--- src/rtl/clk_freq_meter.sv ---
// ---------------------------------------------------------------------------
// clk_freq_meter
//
// Purpose: measures the frequency of an asynchronous signal. It counts the
// rising edges of sig_in over a gate window of GATE_CYCLES clkin cycles and
// reports the total with a valid/ready handshake. A single window is started
// with a start pulse. While cont is high, windows are repeated back to back,
// each one beginning after the previous result is accepted.
//
// Parameters:
//   GATE_CYCLES  gate window length in clkin cycles (2 or more)
//   CNT_W        width of the edge count result
//   EXP_MIN      lower bound of the optional range check
//   EXP_MAX      upper bound of the optional range check
//
// Ports:
//   clkin     in   sole clock, rising edge
//   reset     in   synchronous active-high reset
//   sig_in    in   asynchronous signal under measurement (< clkin/2)
//   start     in   single-window request, sampled in IDLE only
//   cont      in   continuous mode
//   count     out  saturating rising-edge count of the last window
//   valid     out  result available, held until accepted
//   ready     in   consumer accept
//   busy      out  high whenever the block is not idle
//   overflow  out  last window's count saturated
//   in_range  out  EXP_MIN <= count <= EXP_MAX (only with the macro below)
//
// Configuration macro: CLK_FREQ_METER_RANGE_CHECK_EN adds the in_range port
// and its registered comparator.
// ---------------------------------------------------------------------------
module clk_freq_meter #(
  parameter int GATE_CYCLES = 27000,
  parameter int CNT_W       = 16,
  parameter int EXP_MIN     = 0,
  parameter int EXP_MAX     = 65535
) (
  input  logic             clkin,
  input  logic             reset,
  input  logic             sig_in,
  input  logic             start,
  input  logic             cont,
  output logic [CNT_W-1:0] count,
  output logic             valid,
  input  logic             ready,
  output logic             busy,
  output logic             overflow
`ifdef CLK_FREQ_METER_RANGE_CHECK_EN
  ,
  output logic             in_range
`endif
);

  // Gate counter runs 0 .. GATE_CYCLES-1, so clog2 bits are enough.
  localparam int GW = (GATE_CYCLES > 2) ? $clog2(GATE_CYCLES) : 1;
  localparam logic [GW-1:0]    GATE_LAST = GW'(GATE_CYCLES - 1);
  localparam logic [CNT_W-1:0] CNT_MAX   = '1;

  // Reject unusable parameter sets at elaboration time.
  if (GATE_CYCLES < 2 || EXP_MIN > EXP_MAX) begin : g_bad_params
    $error("clk_freq_meter: GATE_CYCLES must be >= 2 and EXP_MIN <= EXP_MAX");
  end

  typedef enum logic [1:0] {
    IDLE,
    COUNT,
    REPORT
  } state_e;

  state_e           state_q, state_d;
  logic             sync1_q, sync2_q, sync3_q;
  logic             edgeDet;
  logic [GW-1:0]    gateCnt_q, gateCnt_d;
  logic [CNT_W-1:0] edgeCnt_q, edgeCnt_d;
  logic [CNT_W-1:0] edgeNext;
  logic [CNT_W-1:0] count_q, count_d;
  logic             overflow_q, overflow_d;
  logic             loadResult;

  // Two flops resynchronise sig_in; the third is a delayed copy so a rising
  // edge shows up as exactly one cycle with stage 2 high and stage 3 low.
  always_ff @(posedge clkin) begin
    if (reset) begin
      sync1_q <= 1'b0;
      sync2_q <= 1'b0;
      sync3_q <= 1'b0;
    end else begin
      sync1_q <= sig_in;
      sync2_q <= sync1_q;
      sync3_q <= sync2_q;
    end
  end

  assign edgeDet = sync2_q & ~sync3_q;

  // Edge total including this cycle's edge, held at all-ones once it is
  // reached so a fast input can never wrap the result.
  always_comb begin
    edgeNext = edgeCnt_q;
    if (edgeDet && (edgeCnt_q != CNT_MAX)) begin
      edgeNext = edgeCnt_q + CNT_W'(1);
    end
  end

  // Next-state logic. Both ways into COUNT (a request from IDLE, or an
  // accepted result while cont is high) clear the counters so every window
  // starts from zero. The final COUNT cycle still contributes its edge,
  // which is why the result is taken from edgeNext rather than edgeCnt_q.
  always_comb begin
    state_d    = state_q;
    gateCnt_d  = gateCnt_q;
    edgeCnt_d  = edgeCnt_q;
    loadResult = 1'b0;
    case (state_q)
      IDLE: begin
        if (start || cont) begin
          state_d   = COUNT;
          gateCnt_d = '0;
          edgeCnt_d = '0;
        end
      end
      COUNT: begin
        edgeCnt_d = edgeNext;
        if (gateCnt_q == GATE_LAST) begin
          state_d    = REPORT;
          loadResult = 1'b1;
        end else begin
          gateCnt_d = gateCnt_q + GW'(1);
        end
      end
      REPORT: begin
        if (ready) begin
          if (cont) begin
            state_d   = COUNT;
            gateCnt_d = '0;
            edgeCnt_d = '0;
          end else begin
            state_d = IDLE;
          end
        end
      end
      default: state_d = IDLE;
    endcase
  end

  // Result registers only change at the end of a window, so they stay
  // stable for the whole time the consumer holds off ready.
  always_comb begin
    count_d    = count_q;
    overflow_d = overflow_q;
    if (loadResult) begin
      count_d    = edgeNext;
      overflow_d = (edgeNext == CNT_MAX);
    end
  end

  always_ff @(posedge clkin) begin
    if (reset) begin
      state_q    <= IDLE;
      gateCnt_q  <= '0;
      edgeCnt_q  <= '0;
      count_q    <= '0;
      overflow_q <= 1'b0;
    end else begin
      state_q    <= state_d;
      gateCnt_q  <= gateCnt_d;
      edgeCnt_q  <= edgeCnt_d;
      count_q    <= count_d;
      overflow_q <= overflow_d;
    end
  end

  assign count    = count_q;
  assign overflow = overflow_q;
  assign valid    = (state_q == REPORT);
  assign busy     = (state_q != IDLE);

`ifdef CLK_FREQ_METER_RANGE_CHECK_EN
  logic inRange_q, inRange_d;

  // Range flag is registered alongside count so the two always agree.
  always_comb begin
    inRange_d = inRange_q;
    if (loadResult) begin
      inRange_d = (int'(edgeNext) >= EXP_MIN) && (int'(edgeNext) <= EXP_MAX);
    end
  end

  always_ff @(posedge clkin) begin
    if (reset) begin
      inRange_q <= 1'b0;
    end else begin
      inRange_q <= inRange_d;
    end
  end

  assign in_range = inRange_q;
`endif

endmodule

--- config.mk ---
export PLATFORM = sky130hd
export DESIGN_NAME = clk_freq_meter
export DESIGN_NICKNAME = d
export VERILOG_FILES = /design/src/rtl/clk_freq_meter.sv
export SDC_FILE = /design/constraint.sdc
export NUM_CORES = 1
export LEC_CHECK = 0
export ABC_AREA = 1
export BUFFER_PORTS_ARGS = -buffer_cell sky130_fd_sc_hd__buf_2
export CORE_UTILIZATION = 50
export DETAILED_ROUTE_END_ITERATION = 12
export PLACE_DENSITY = 0.69
export RECOVER_POWER = 50
export SETUP_SLACK_MARGIN = 0.3
export SYNTH_ARGS = -nofsm -noshare
export SYNTH_HDL_FRONTEND = slang
export SYNTH_SLANG_ARGS = --single-unit
--- constraint.sdc ---
create_clock -name clkin -period 5.5 [get_ports clkin]
set_input_delay 1.1 -clock clkin [delete_from_list [all_inputs] [get_ports clkin]]
set_output_delay 1.1 -clock clkin [all_outputs]
set_load 0.005 [all_outputs]
Word-level counts from Yosys, hierarchy flattened --
Cells that the tools add are included. Widths: inputs -> output; s select.
Word-level totals: bits in registers 53, latch bits 0, RAM bits 0, memory bits (read-only) 0, bits of input ports 6, output and inout bits 19, word-level logic and storage cells 47, memories 0
Cells by class: $add $sub $neg 2, multiply operators 0, divide/modulo/power cells 0, $lt $le $gt $ge 0, equal/unequal tests 10, shift operators 0, mux-type cells 17, bitwise operators 2, reduce and logical (&&, ||, !) cells 8
Operator list (count):
- $mux 16 | 4
- $mux 15 | 4
- $pmux 16 s3 | 1
- $pmux 15 s3 | 1
- $add 16x1->16 const B | 1
- $eq 16x16->1 const B | 1
- $ne 16x16->1 const B | 1
- $add 15x1->15 const B | 1
- $eq 15x15->1 const B | 1
- $ne 2x2->1 const B | 4
- $mux 2 | 3
- $pmux 2 s3 | 1
- $reduce_and 5->1 | 1
- $reduce_and 4->1 | 1
- $mux 1 | 3
- $reduce_and 3->1 | 1
- $reduce_bool 3->1 | 1
- $eq 2x1->1 const B | 1
- $eq 2x2->1 const B | 1
- $logic_not 2->1 | 1
- $ne 2x1->1 const B | 1
- $reduce_bool 2->1 | 1
- $and 1x1->1 | 1
- $logic_and 1x1->1 | 1
- 2 further kinds | 2

Longest topological paths before layout --
depth in word-level cells 5, gate-level depth with buffers 14, mapped depth without buffers 14

Worst setup path before layout --
No wires, ideal clock.
path kind input to register, from input cont, to register gateCnt_q[12], setup time 0.113 ns, arrival time 2.105 ns, required time 5.387 ns, setup slack 3.282 ns, stages 8, path buffers 0, path through nand2_1 nand2_1 and3_1 nand2_4 nor3_1 nand3_1 nor2_1 nor2_1
Between the ends: word-level cells in the longest chain between the ends 3, elaborated cells on any way between the ends 4, classes of those cells 2 x eq/ne; 2 x reduce/logical
RTL lines:
- start: declaration | RTL line 42 | input logic cont,
- $logic_or 1x1->1 | RTL line 116 | if (start || cont) begin
- $ne 2x2->1 (no source line)
- $reduce_and 5->1 (no source line) *
- end signal: assignment | RTL line 166 | gateCnt_q <= gateCnt_d;
- end: declaration | RTL line 73 | logic [GW-1:0] gateCnt_q, gateCnt_d;
Every way passes the cells marked *; elsewhere a longest branch is shown, timed or not. A chain may end at the register's enable or synchronous reset.

Worst setup path in the final report --
from input reset, to register count_q[4] (netlist: count[4])
RTL lines:
- start: declaration | RTL line 39 | input logic reset,
- end signal: assignment | RTL line 168 | count_q <= count_d;
- end: declaration | RTL line 76 | logic [CNT_W-1:0] count_q, count_d;
No word-level cell between the ends.

==> impl_metrics.py <==
metrics = {
    "critical_path": {
        "worstPathRequired_ps": 5700,
        "worst_path_max_delay_cell": "clkbuf_1",
        "r2r_setup_slack_ps": 2690,
        "timing.critical_path.to": "count[4]",
        "cp.arrival_ps": 3100,
        "worstPathMaxFanout": 31,
        "cpPeakStageDelay_ps": 1030,
        "critical_path_class": "input port to flip-flop",
        "crit_buf_inv": 3,
        "timing.rr.end": "overflow",
        "ff2ff_path_depth": 11,
        "worstPathCellList": "clkbuf_1 -> inv_1 -> o211ai_1 -> inv_1",
        "startpoint_type": "input port",
        "critPathMostFrequentCell": "inv_1",
        "cp-startpoint": "reset",
        "path_delay_family": "buffers and inverters",
        "r2r-start": "edgeCnt_q[0]",
        "cp-end-kind": "flip-flop",
        "critical_path_depth": 4,
    },
    "clock_tree": {
        "root_buffer": "clkbuf_8",
        "cts_resized": 0,
        "cts.sinks": 53,
        "cts-hold-fix-buffers": 0,
        "cts.htree.levels": 2,
        "path_clk_slew_ps": 100,
        "clock_path_buffers": 2,
        "clk_latency_ps": 310,
        "cts_buffers": 5,
        "postCtsSetupRepairBufs": 0,
        "cts_tree": "done",
    },
    "logic_synthesis": {
        "ys_ff_latch": 53,
        "yosysSeqAreaShare": 0.373,
        "syn-num-nets": 447,
        "synth.avg_cell_area_um2": 6.49,
        "synthTopCellsByArea": "dfxtp_1 37%, nand2_1 17%, inv_1 7.6%",
        "synthCells": 439,
        "synth_top_cell_area_share": 0.373,
        "ys.warnings.count": 0,
        "yosysTopAreaCell": "dfxtp_1",
        "yosysUniqueCellTypes": 34,
        "synthesis.area_um2": 2850,
    },
    "global_routing": {
        "grt_pass1_wl_mm": 11.2,
        "grt_max_degree": 32,
        "track_usage": 0.232,
        "grt_overflow": 0,
        "antenna_found_initial": 0,
        "grt_pass1_vias": 2436,
    },
    "timing": {
        "slew_headroom": 0.0330,
        "worstMarginPinSlew_ps": 1450,
        "fmax_ghz": 0.345,
        "finalCritPeriodShare": 0.526,
        "rsz0062_at_grt": "false",
        "setup_viol": 0,
        "slew_viol_final": 0,
        "final_hold_viol_count": 0,
        "skew_ps": 10.2,
        "tns_ps": 0,
        "fin_crit_ps": 2900,
        "fin_hold_ws_ps": 409,
    },
    "floorplanning": {
        "die_w_um": 77.5,
        "die_area_um2": 6000,
        "ios": 25,
        "start_util": 0.517,
        "die_y_um": 77.5,
        "coreArea_um2": 5510,
        "rows": 27,
    },
    "hold_path": {
        "hp-class": "flip-flop to flip-flop",
        "min_from": "sync1_q",
    },
    "placement": {
        "gp_congestion": 0.925,
        "post-dp-hpwl_mm": 4.69,
        "place_area_um2": 3010,
        "port_buffers": 24,
        "post-place-cells": 524,
    },
    "finish": {
        "final_layout_size_suffix_gt1_frac": 0.0826,
        "final_cell_mix": "126 x nand2_1, 58 x inv_1, 53 x dfxtp_1, 45 x nor2_1, 40 x nand3_1",
        "multi_input_area_um2": 1490,
        "stdcell_area_um2": 3070,
        "antennaDiodeCount": 0,
        "fill_cells": 553,
        "syn2layout_area_growth_pct": 7.78,
        "fin_nets": 467,
        "final_common_cell": "nand2_1",
        "instances_no_fill": 532,
        "seq_area_um2": 1060,
    },
    "detailed_routing": {
        "via_per_inst": 5.19,
        "dr.pass1.iters": 4,
        "ant_nets": 0,
        "drt-initial-drc-count": 248,
        "wire_per_inst_um": 12.3,
        "route.detailed.drc": 0,
        "vias": 2759,
        "drt-total-wl_mm": 6.57,
    },
    "power": {
        "peakVddDrop_v": 0.000143,
        "power_leakage_nw": 1.25,
        "p_per_area_nw_per_um2": 206,
    },
    "status": {
        "outcome": "finished clean",
    },
    "job": {
        "maxCapViolations": 0,
    },
}
[registers in the layout (all words and copies together), names as in the netlist]
register and flops:
count 16, edgeCnt_q 16, gateCnt_q 15, overflow 1, state_q 2, sync1_q 1, sync2_q 1, sync3_q 1
[cells by family (layout without fill, tap and decap cells)]
kind of cell / Yosys count / count (layout) / synth area share
AO/OA/AOI/OAI: 59 / 59 / 0.121
XOR/XNOR: 9 / 9 / 0.0277
adder cells (fa/ha/maj): 2 / 2 / 0.00879
buffers and inverters: 73 / 94 / 0.101
flip-flops: 53 / 53 / 0.373
AND/OR/NAND/NOR: 243 / 243 / 0.369
[stage by stage]
stage | util | setup WS [ps] | power (mW)
after floorplan | - | 3280 | 0.417
after global placement | 0.546 | 3060 | 0.426
after detailed placement | 0.546 | 2950 | 0.426
after CTS | 0.561 | 3270 | 0.635
after global routing | 0.557 | 2360 | 0.659
final | 0.557 | 2600 | 0.633
[worst register-to-register path: stages (launching register included)]
cell	delay [ps]
dfxtp_1	430
ha_1	230
nand2_1	80
nor2_2	170
nand2_2	100
o21ai_0	880
inv_2	130
o21ai_1	230
inv_1	110
nor2_1	130
nand3_1	110
a21oi_2	120
[report_power, final]
group	internal (mW)	switching, mW
logic	0.00659	0.0221
registers	0.386	0.00203
clock network	0.0886	0.127
[Yosys cell counts]
cell type  number
a211oi_1        2
a21oi_1        31
a21oi_2         1
a31oi_1         1
and3_1          1
buf_1           1
buf_2           4
buf_4           2
clkbuf_1        5
clkinv_1        1
dfxtp_1        53
ha_1            2
inv_1          58
inv_2           2
nand2_1       126
nand2_2         3
nand2_4         1
nand3_1        40
nand3_2         1
nand3b_1        4
nand4_1         5
nor2_1         45
nor2_2          4
nor3_1          7
nor3_2          1
nor4_1          4
o211ai_1       11
o21ai_0        10
o21ai_1         1
o21ai_4         1
o22ai_1         1
or2_2           1
xnor2_1         2
xor2_1          7
[routing by layer]
| metal | GRT usage | wire, um | vias to the layer above |
|---|---|---|---|
| li1 | - | - | 1444 |
| met1 | 0.346 | 3510 | 1242 |
| met2 | 0.335 | 2660 | 66 |
| met3 | 0.0447 | 323 | 7 |
| met4 | 0.0623 | 68 | 0 |
| met5 | 0 | 0 | - |
[cell type report]
class,count,share of cell area
Clock buffer,6,0.0236
Clock inverter,2,0.00326
Inverter,61,0.0746
Multi-Input combinational cell,313,0.485
Sequential cell,53,0.346
Tap cell,72,0.0294
Timing Repair Buffer,25,0.0383
[worst min path at each step]
stage,to,slack [ps],cells past startpoint
2_1_floorplan,sync2_q,390,2
3_3_place_gp,sync2_q,400,2
3_5_place_dp,sync2_q,400,2
4_1_cts,sync2_q,410,2
5_1_grt,sync2_q,450,2
6_report,sync2_q,410,2
(Power assumes the default switching activity.)
